==> src/rtl/contador_de_deteccoes_if.sv <==
// Bundle of the detection-counter signals: the master drives z/habilita,
// the slave (the counter) drives the window results.
interface contador_de_deteccoes_if #(
    parameter int unsigned LARGURA = 8
) ();
    logic               z;
    logic               habilita;
    logic [LARGURA-1:0] contagem;
    logic               pronto;
    logic               alarme;
    logic               ocupado;

    modport master (
        output z,
        output habilita,
        input  contagem,
        input  pronto,
        input  alarme,
        input  ocupado
    );

    modport slave (
        input  z,
        input  habilita,
        output contagem,
        output pronto,
        output alarme,
        output ocupado
    );
endinterface

==> src/rtl/contador_de_deteccoes.sv <==
// Counts rising edges of z over fixed windows of JANELA cycles, reporting
// the count, a completion pulse and a threshold alarm per window.
module contador_de_deteccoes #(
    parameter int unsigned LARGURA = 8,
    parameter int unsigned JANELA  = 16,
    parameter int unsigned LIMIAR  = 3
) (
    input  logic                   clock,
    input  logic                   reset,
    contador_de_deteccoes_if.slave bus
);

    localparam int unsigned CicloW = $clog2(JANELA);
    localparam logic [CicloW-1:0]  Ultimo = CicloW'(JANELA - 1);
    localparam logic [LARGURA-1:0] Limiar = LARGURA'(LIMIAR);

    typedef enum logic [1:0] {
        StOcioso,
        StContando,
        StFim
    } estado_e;

    estado_e            estado_q;
    logic               z_ant_q;
    logic [CicloW-1:0]  ciclos_q;
    logic [LARGURA-1:0] deteccoes_q;
    logic [LARGURA-1:0] contagem_q;
    logic               pronto_q;
    logic               alarme_q;
    logic               ocupado_q;

    logic               deteccao;
    logic [LARGURA-1:0] deteccoes_prox;

    // Saturating count including the current cycle's detection.
    always_comb begin
        deteccao       = bus.z & ~z_ant_q;
        deteccoes_prox = deteccoes_q;
        if (deteccao && (deteccoes_q != '1)) begin
            deteccoes_prox = deteccoes_q + LARGURA'(1);
        end
    end

    always_ff @(posedge clock or negedge reset) begin
        if (!reset) begin
            estado_q    <= StOcioso;
            z_ant_q     <= 1'b0;
            ciclos_q    <= '0;
            deteccoes_q <= '0;
            contagem_q  <= '0;
            pronto_q    <= 1'b0;
            alarme_q    <= 1'b0;
            ocupado_q   <= 1'b0;
        end else begin
            z_ant_q  <= bus.z;
            pronto_q <= 1'b0;
            unique case (estado_q)
                StOcioso: begin
                    if (bus.habilita) begin
                        estado_q    <= StContando;
                        ciclos_q    <= '0;
                        deteccoes_q <= '0;
                        ocupado_q   <= 1'b1;
                    end else begin
                        ocupado_q <= 1'b0;
                    end
                end
                StContando: begin
                    // Abort wins over the window end.
                    if (!bus.habilita) begin
                        estado_q  <= StOcioso;
                        ocupado_q <= 1'b0;
                    end else if (ciclos_q == Ultimo) begin
                        estado_q   <= StFim;
                        contagem_q <= deteccoes_prox;
                        alarme_q   <= (deteccoes_prox >= Limiar);
                        pronto_q   <= 1'b1;
                        ocupado_q  <= 1'b1;
                    end else begin
                        ciclos_q    <= ciclos_q + CicloW'(1);
                        deteccoes_q <= deteccoes_prox;
                        ocupado_q   <= 1'b1;
                    end
                end
                StFim: begin
                    if (bus.habilita) begin
                        estado_q    <= StContando;
                        ciclos_q    <= '0;
                        deteccoes_q <= '0;
                        ocupado_q   <= 1'b1;
                    end else begin
                        estado_q  <= StOcioso;
                        ocupado_q <= 1'b0;
                    end
                end
                default: begin
                    estado_q  <= StOcioso;
                    ocupado_q <= 1'b0;
                end
            endcase
        end
    end

    assign bus.contagem = contagem_q;
    assign bus.pronto   = pronto_q;
    assign bus.alarme   = alarme_q;
    assign bus.ocupado  = ocupado_q;

endmodule

==> src/flat_wrapper.sv <==
// flat-port wrapper written by rule: the top's interface ports become plain ports
module contador_de_deteccoes_flat 
#(
    parameter int unsigned LARGURA = 8,
    parameter int unsigned JANELA  = 16,
    parameter int unsigned LIMIAR  = 3
)
  (clock, reset, bus_z, bus_habilita, bus_contagem, bus_pronto, bus_alarme, bus_ocupado);
  contador_de_deteccoes_if #(.LARGURA(LARGURA)) bus_i ();
  input  logic clock;
  input  logic reset;
  input wire logic [$bits(bus_i.z)-1:0] bus_z;
  input wire logic [$bits(bus_i.habilita)-1:0] bus_habilita;
  output wire logic [$bits(bus_i.contagem)-1:0] bus_contagem;
  output wire logic [$bits(bus_i.pronto)-1:0] bus_pronto;
  output wire logic [$bits(bus_i.alarme)-1:0] bus_alarme;
  output wire logic [$bits(bus_i.ocupado)-1:0] bus_ocupado;
  assign bus_i.z = bus_z;
  assign bus_i.habilita = bus_habilita;
  assign bus_contagem = bus_i.contagem;
  assign bus_pronto = bus_i.pronto;
  assign bus_alarme = bus_i.alarme;
  assign bus_ocupado = bus_i.ocupado;
  contador_de_deteccoes #(.LARGURA(LARGURA), .JANELA(JANELA), .LIMIAR(LIMIAR)) u_core (.clock(clock), .reset(reset), .bus(bus_i));
endmodule
==> config.mk <==
export PLATFORM = sky130hd
export DESIGN_NAME = contador_de_deteccoes_flat
export DESIGN_NICKNAME = d
export VERILOG_FILES = /design/src/rtl/contador_de_deteccoes_if.sv /design/src/rtl/contador_de_deteccoes.sv /design/src/flat_wrapper.sv
export SDC_FILE = /design/constraint.sdc
export NUM_CORES = 1
export LEC_CHECK = 0
export ABC_AREA = 1
export BUFFER_PORTS_ARGS = -buffer_cell sky130_fd_sc_hd__clkbuf_2
export CORE_MARGIN = 1
export CORE_UTILIZATION = 44
export DETAILED_ROUTE_END_ITERATION = 8
export GPL_TIMING_DRIVEN = 0
export HOLD_SLACK_MARGIN = 0.06
export PLACE_DENSITY = 0.64
export RECOVER_POWER = 50
export SLEW_MARGIN = 20
export SYNTH_ARGS = -nofsm -noshare
export SYNTH_HDL_FRONTEND = slang
export SYNTH_SLANG_ARGS = --single-unit
==> constraint.sdc <==
create_clock -name clock -period 1.5 [get_ports clock]
set_input_delay 0.225 -clock clock [delete_from_list [all_inputs] [get_ports clock]]
set_output_delay 0.225 -clock clock [all_outputs]
set_load 0.05 [all_outputs]
# Word-level counts from Yosys, hierarchy flattened
# Index checks and enable logic that the tools add are counted.
# classes
n_reduce_logical,8
magnitude_cmp,1
mux,19
add_sub_neg,2
n_bitwise,2
eq_ne,9
# ops
operator,n
8-bit 2-to-1 mux,4
8-bit case mux with 2 select lines,1
4-bit 2-to-1 mux,3
"8-bit by 1-bit adder with 8-bit output, second input constant",1
"8-bit by 2-bit >= comparator with 1-bit output, second input constant",1
"8-bit != test, second input constant",1
4-bit case mux with 2 select lines,1
1-bit 2-to-1 mux,6
2-bit 2-to-1 mux,3
"2-bit != test, second input constant",3
2-bit case mux with 3 select lines,1
"4-bit by 1-bit adder with 4-bit output, second input constant",1
"4-bit == test, second input constant",1
4-bit AND reduction,1
"3-bit by 2-bit != test with 1-bit output, second input constant",1
3-bit AND reduction,1
3-bit OR reduction,1
"2-bit by 1-bit == test with 1-bit output, second input constant",1
"2-bit == test, second input constant",1
2-bit zero test,1
"2-bit by 1-bit != test with 1-bit output, second input constant",1
2-bit AND reduction,1
2-bit nonzero test,1
2-bit OR reduction,1
3 further kinds,3
# totals
output_inout_bits,11
inputBits,4
reg_bits,26
word_cells,49

# Logic depth before layout (Yosys ltp)
# depth
ltp_word,7
ltp_mapped,11
ltp_nobuf,11

# Least setup slack after synthesis
# OpenSTA, ideal clock, no wires.
# synth_timing
path_type,flip-flop to flip-flop
from,register u_core.deteccoes_q[1]
to,"register u_core.alarme_q, in the netlist u_core.bus.alarme"
path_stages_with_launch,12
path_buffers,1
synth_period_minus_slack_ps,1482
setup_ps,122
slack_ps,18
arrival_time_ps,1360
required_time_ps,1378
path_cell_list,dfrtp_1 -> ha_1 -> nand2_4 -> nor2_4 -> nand2_4 -> buf_6 -> nand3_1 -> nand2_1 -> nand2_1 -> nand2_1 -> nor2_1 -> a21oi_1
# synth_via
elab_chain_len,4
word_cells_on_any_way,5
classes_between,add/sub (1); order compare (1); eq/ne (1); mux (1); reduce/logical (1)
# synth_lines
element,line_no,text
start: declaration,contador_de_deteccoes.sv:26,logic [LARGURA-1:0] deteccoes_q;
start signal: assignment,contador_de_deteccoes.sv:81,deteccoes_q <= deteccoes_prox;
branches (longest 2 deep; another with 8-bit by 1-bit adder with 8-bit output),-,
8-bit 2-to-1 mux (*),contador_de_deteccoes.sv:39,if (deteccao && (deteccoes_q != '1)) begin
8-bit by 2-bit >= comparator with 1-bit output (*),contador_de_deteccoes.sv:76,alarme_q <= (deteccoes_prox >= Limiar);
end signal: assignment,contador_de_deteccoes.sv:76,
end: declaration,contador_de_deteccoes.sv:29,logic alarme_q;
# Every way passes the cells marked *.
# A chain may end at the register's enable or synchronous reset.

# Final worst setup path
# Same ends and word-level chain as after synthesis.

==> results.sh <==
export IMPL_status="finished with violations"
export IMPL_violations="DRC, setup timing"
export IMPL_place_ws_ns=-0.2042
export IMPL_die_h_um=56.75
export IMPL_synthArstFlopShare_pct=100.0
export IMPL_ys_warn_count=0
export IMPL_maxSlewViolCount=0
export IMPL_area_delta_synth_final_pct=32.64
export IMPL_grt_usage_pct=19.36
export IMPL_cp_max_fo=5
export IMPL_netlist_instances=153
export IMPL_p_seq_share_pct=48.9
export IMPL_grt_overflow=0
export IMPL_hold_viol_final=0
export IMPL_slew_headroom_pct=58.32
export IMPL_r2r_end="u_core.bus.alarme$_DFFE_PN0P_"
export IMPL_ios=15
export IMPL_syn_avg_cell_area_um2=8.619
export IMPL_crit_path_frequent_cell="nand2_4"
export IMPL_switchingPower_w=0.0004510
export IMPL_syn_nets=159
export IMPL_drtIter0Drc=51
export IMPL_crit_chain="ha_4, nand2_4, nor2_4, nand2_4, buf_6, nand3_1, nand2_1, inv_1, nand2_2, nor2_1, a21oi_1"
export IMPL_p_total_w=0.001645
export IMPL_portBuffers=14
export IMPL_netlist_area_mm2=0.001319
export IMPL_drc=4
export IMPL_cts_root_buf="clkbuf_4"
export IMPL_critical_path_buf_inv_count=2
export IMPL_crit_required_ns=1.74
export IMPL_via_per_inst=5.130
export IMPL_ys_ff_latch=26
export IMPL_clk_path_buf_depth=2
export IMPL_p_int_w=0.001194
export IMPL_crit_family="simple AND/OR/NAND/NOR gates"
export IMPL_nets=199
export IMPL_synthDistinctLibCells=24
export IMPL_hold_depth=3
export IMPL_diodes=0
export IMPL_switching_share_pct=27.42
export IMPL_grt_antenna_before_repair=0
export IMPL_cts_tree="done"
export IMPL_fmax_ghz=0.6615
export IMPL_final_cells=223
export IMPL_r2r_start="u_core.deteccoes_q[1]$_DFFE_PN0P_"
export IMPL_start_util_pct=47.01
export IMPL_r2r_setup_slack_ns=-0.01
export IMPL_core_area_mm2=0.002805
export IMPL_worst_setup_path_type="reg2reg"
export IMPL_setup_violations=1
export IMPL_first_pass_iters=6
export IMPL_htreeDepth=1
export IMPL_cp_slowest_cell="dfrtp_1"
export IMPL_cp_arrival_ns=1.75
export IMPL_post_drt_wl_per_cell_um=12.85
export IMPL_numCtsBuffers=3
export IMPL_finClkSkew_ns=0.007319
export IMPL_setup_ws_ns=-0.01177
export IMPL_worstMarginPinSlew_ns=0.6252
export IMPL_p_leak_nw=0.8647
export IMPL_dieArea_mm2=0.003220
export IMPL_ff2ff_path_depth=11
export IMPL_pwr_share_clk_pct=29.8
export IMPL_crit_path_max_incr_delay_ns=0.43
export IMPL_grt_pass1_wl_um=4809
export IMPL_rsz0062_at_grt="true"
export IMPL_grt_pass1_vias=1109
export IMPL_dpl_instance_area_mm2=0.001428
export IMPL_dieWidth_um=56.75
export IMPL_fillers=238
export IMPL_final_area_mm2=0.001749
export IMPL_synth_edf_count=0
export IMPL_ys_flop_type="dfrtp_1"
export IMPL_cts_sinks=26
export IMPL_drive_above_1_share_pct=40.63
export IMPL_hold_start="bus_habilita"
export IMPL_peakVddDrop_mv=0.4503
export IMPL_grt_max_degree=27
export IMPL_wl_um=2865
export IMPL_hold_class="in2reg"
export IMPL_critPathLaunchType="flip-flop"
export IMPL_p_comb_share_pct=21.3
export IMPL_drv_cap=0
export IMPL_setup_tns_ns=-0.01177
export IMPL_gp_congestion=0.7957
export IMPL_insertion_delay_ns=0.33
export IMPL_yosysSeqAreaShare_pct=49.34
export IMPL_hold_end="u_core.bus.ocupado$_DFF_PN0_"
export IMPL_p_per_area_mw_per_mm2=940.4
export IMPL_route_vias_total=1144
export IMPL_crit_path_end_kind="flip-flop"
export IMPL_dp_cells=198
export IMPL_dp_hpwl_um=1852
export IMPL_final_antenna_net_count=0
export IMPL_final_common_cell="nand2_1"
export IMPL_min_period_over_period_pct=100.8
export IMPL_path_clk_slew_ns=0.15
export IMPL_rows=19
export IMPL_fin_crit_ns=1.512
export IMPL_final_cell_mix="nand2_1 (30), dfrtp_1 (26), buf_4 (18), inv_1 (14), clkbuf_2 (14)"
-- metrics by stage --
stage          hold slack (ns)  utilization [%]
2_1_floorplan         -0.07059                -
3_3_place_gp            0.2734            50.89
3_5_place_dp            0.2769            50.89
4_1_cts                 0.1119            56.78
5_1_grt                 0.1310            62.36
6_report                0.1076            62.36
-- state kept, by name, indices dropped and copies added, names as in the netlist --
register             flops
u_core.deteccoes_q       8
u_core.bus.ocupado       1
u_core.ciclos_q          4
u_core.bus.alarme        1
u_core.bus.pronto        1
u_core.z_ant_q           1
u_core.bus.contagem      8
u_core.estado_q          2
-- kinds of logic (layout without fill, tap and decap cells) --
logic type / Yosys count / in the layout / share of synthesized area (%)
DFF: 26 / 26 / 49.34
buffers and inverters: 22 / 61 / 7.970
and+or+nand+nor: 77 / 77 / 28.84
adders and majority gates: 2 / 2 / 1.897
xor gates and xnor gates: 2 / 2 / 1.329
AOI/OAI and AO/OA: 24 / 24 / 10.63
-- synthesized netlist by cell type (all sizes together) (2+ instances only) --
cell type | n | area share, %
nand2 | 41 | 13
ha | 2 | 1.9
dfrtp | 26 | 49
o21ai | 12 | 4.6
buf | 4 | 2.8
o22ai | 5 | 2.4
xor2 | 2 | 1.3
a21oi | 5 | 2.5
nand3 | 13 | 5.3
nand4 | 4 | 1.9
nor2 | 17 | 7.5
inv | 18 | 5.1
-- how the worst max path moves through the flow --
stage,to,start,depth (start not counted),slack (ns)
5_1_grt,u_core.bus.alarme$_DFFE_PN0P_,u_core.deteccoes_q[0]$_DFFE_PN0P_,10,-0.11
2_1_floorplan,u_core.bus.alarme$_DFFE_PN0P_,u_core.deteccoes_q[1]$_DFFE_PN0P_,11,0.02
3_3_place_gp,u_core.bus.alarme$_DFFE_PN0P_,u_core.deteccoes_q[1]$_DFFE_PN0P_,11,-0.19
6_report,u_core.bus.alarme$_DFFE_PN0P_,u_core.deteccoes_q[1]$_DFFE_PN0P_,11,-0.01
4_1_cts,u_core.bus.alarme$_DFFE_PN0P_,u_core.deteccoes_q[1]$_DFFE_PN0P_,11,-0.03
3_5_place_dp,u_core.bus.alarme$_DFFE_PN0P_,u_core.deteccoes_q[1]$_DFFE_PN0P_,10,-0.20
-- power by group through the flow --
stage	combinational, W	sequential (W)	clock [W]
floorplan	0.000141	0.000813	0
finish	0.000350	0.000804	0.000490
global route	0.000389	0.000808	0.000517
detailed placement	0.000204	0.000813	0
CTS	0.000256	0.000795	0.000498
global placement	0.000193	0.000812	0
-- repair_timing --
item,4_1_cts,5_1_grt
setup endpoints to repair,19,18
hold buffers,2,0
gates resized for setup,10,22
gates cloned,1,0
pin swaps,9,14
hold endpoints to repair,27,0
buffers inserted,7,11
-- routing by layer --
layer	up-vias	share of wire (%)	GRT usage, %
met3	4	2.9	2.765
met2	29	48	31.80
met4	0	0.94	8.362
met5	-	0	0
met1	533	49	25.44
li1	578	-	-
-- worst register-to-register path, delay by kind of cell, from the launching register on --
family                     cells  cell delay, ns
AOI/OAI and AO/OA              1            0.07
adders and majority gates      1            0.17
and+or+nand+nor                7            0.51
buffers and inverters          2            0.24
DFF                            1            0.43
-- cell type report --
cell class              count  area (µm²)  share of cell area (%)
clock buffers               3       22.52                   1.288
clock inverters             1       30.03                   1.717
well taps                  31       38.79                   2.217
repair buffers             35       244.0                   13.95
multi-input cells         105       655.6                   37.48
flip-flops and latches     26       650.6                   37.20
plain buffers               4       37.54                   2.146
inverters                  18       70.07                   4.006
Note: power is estimated with default switching activity, not from simulation.
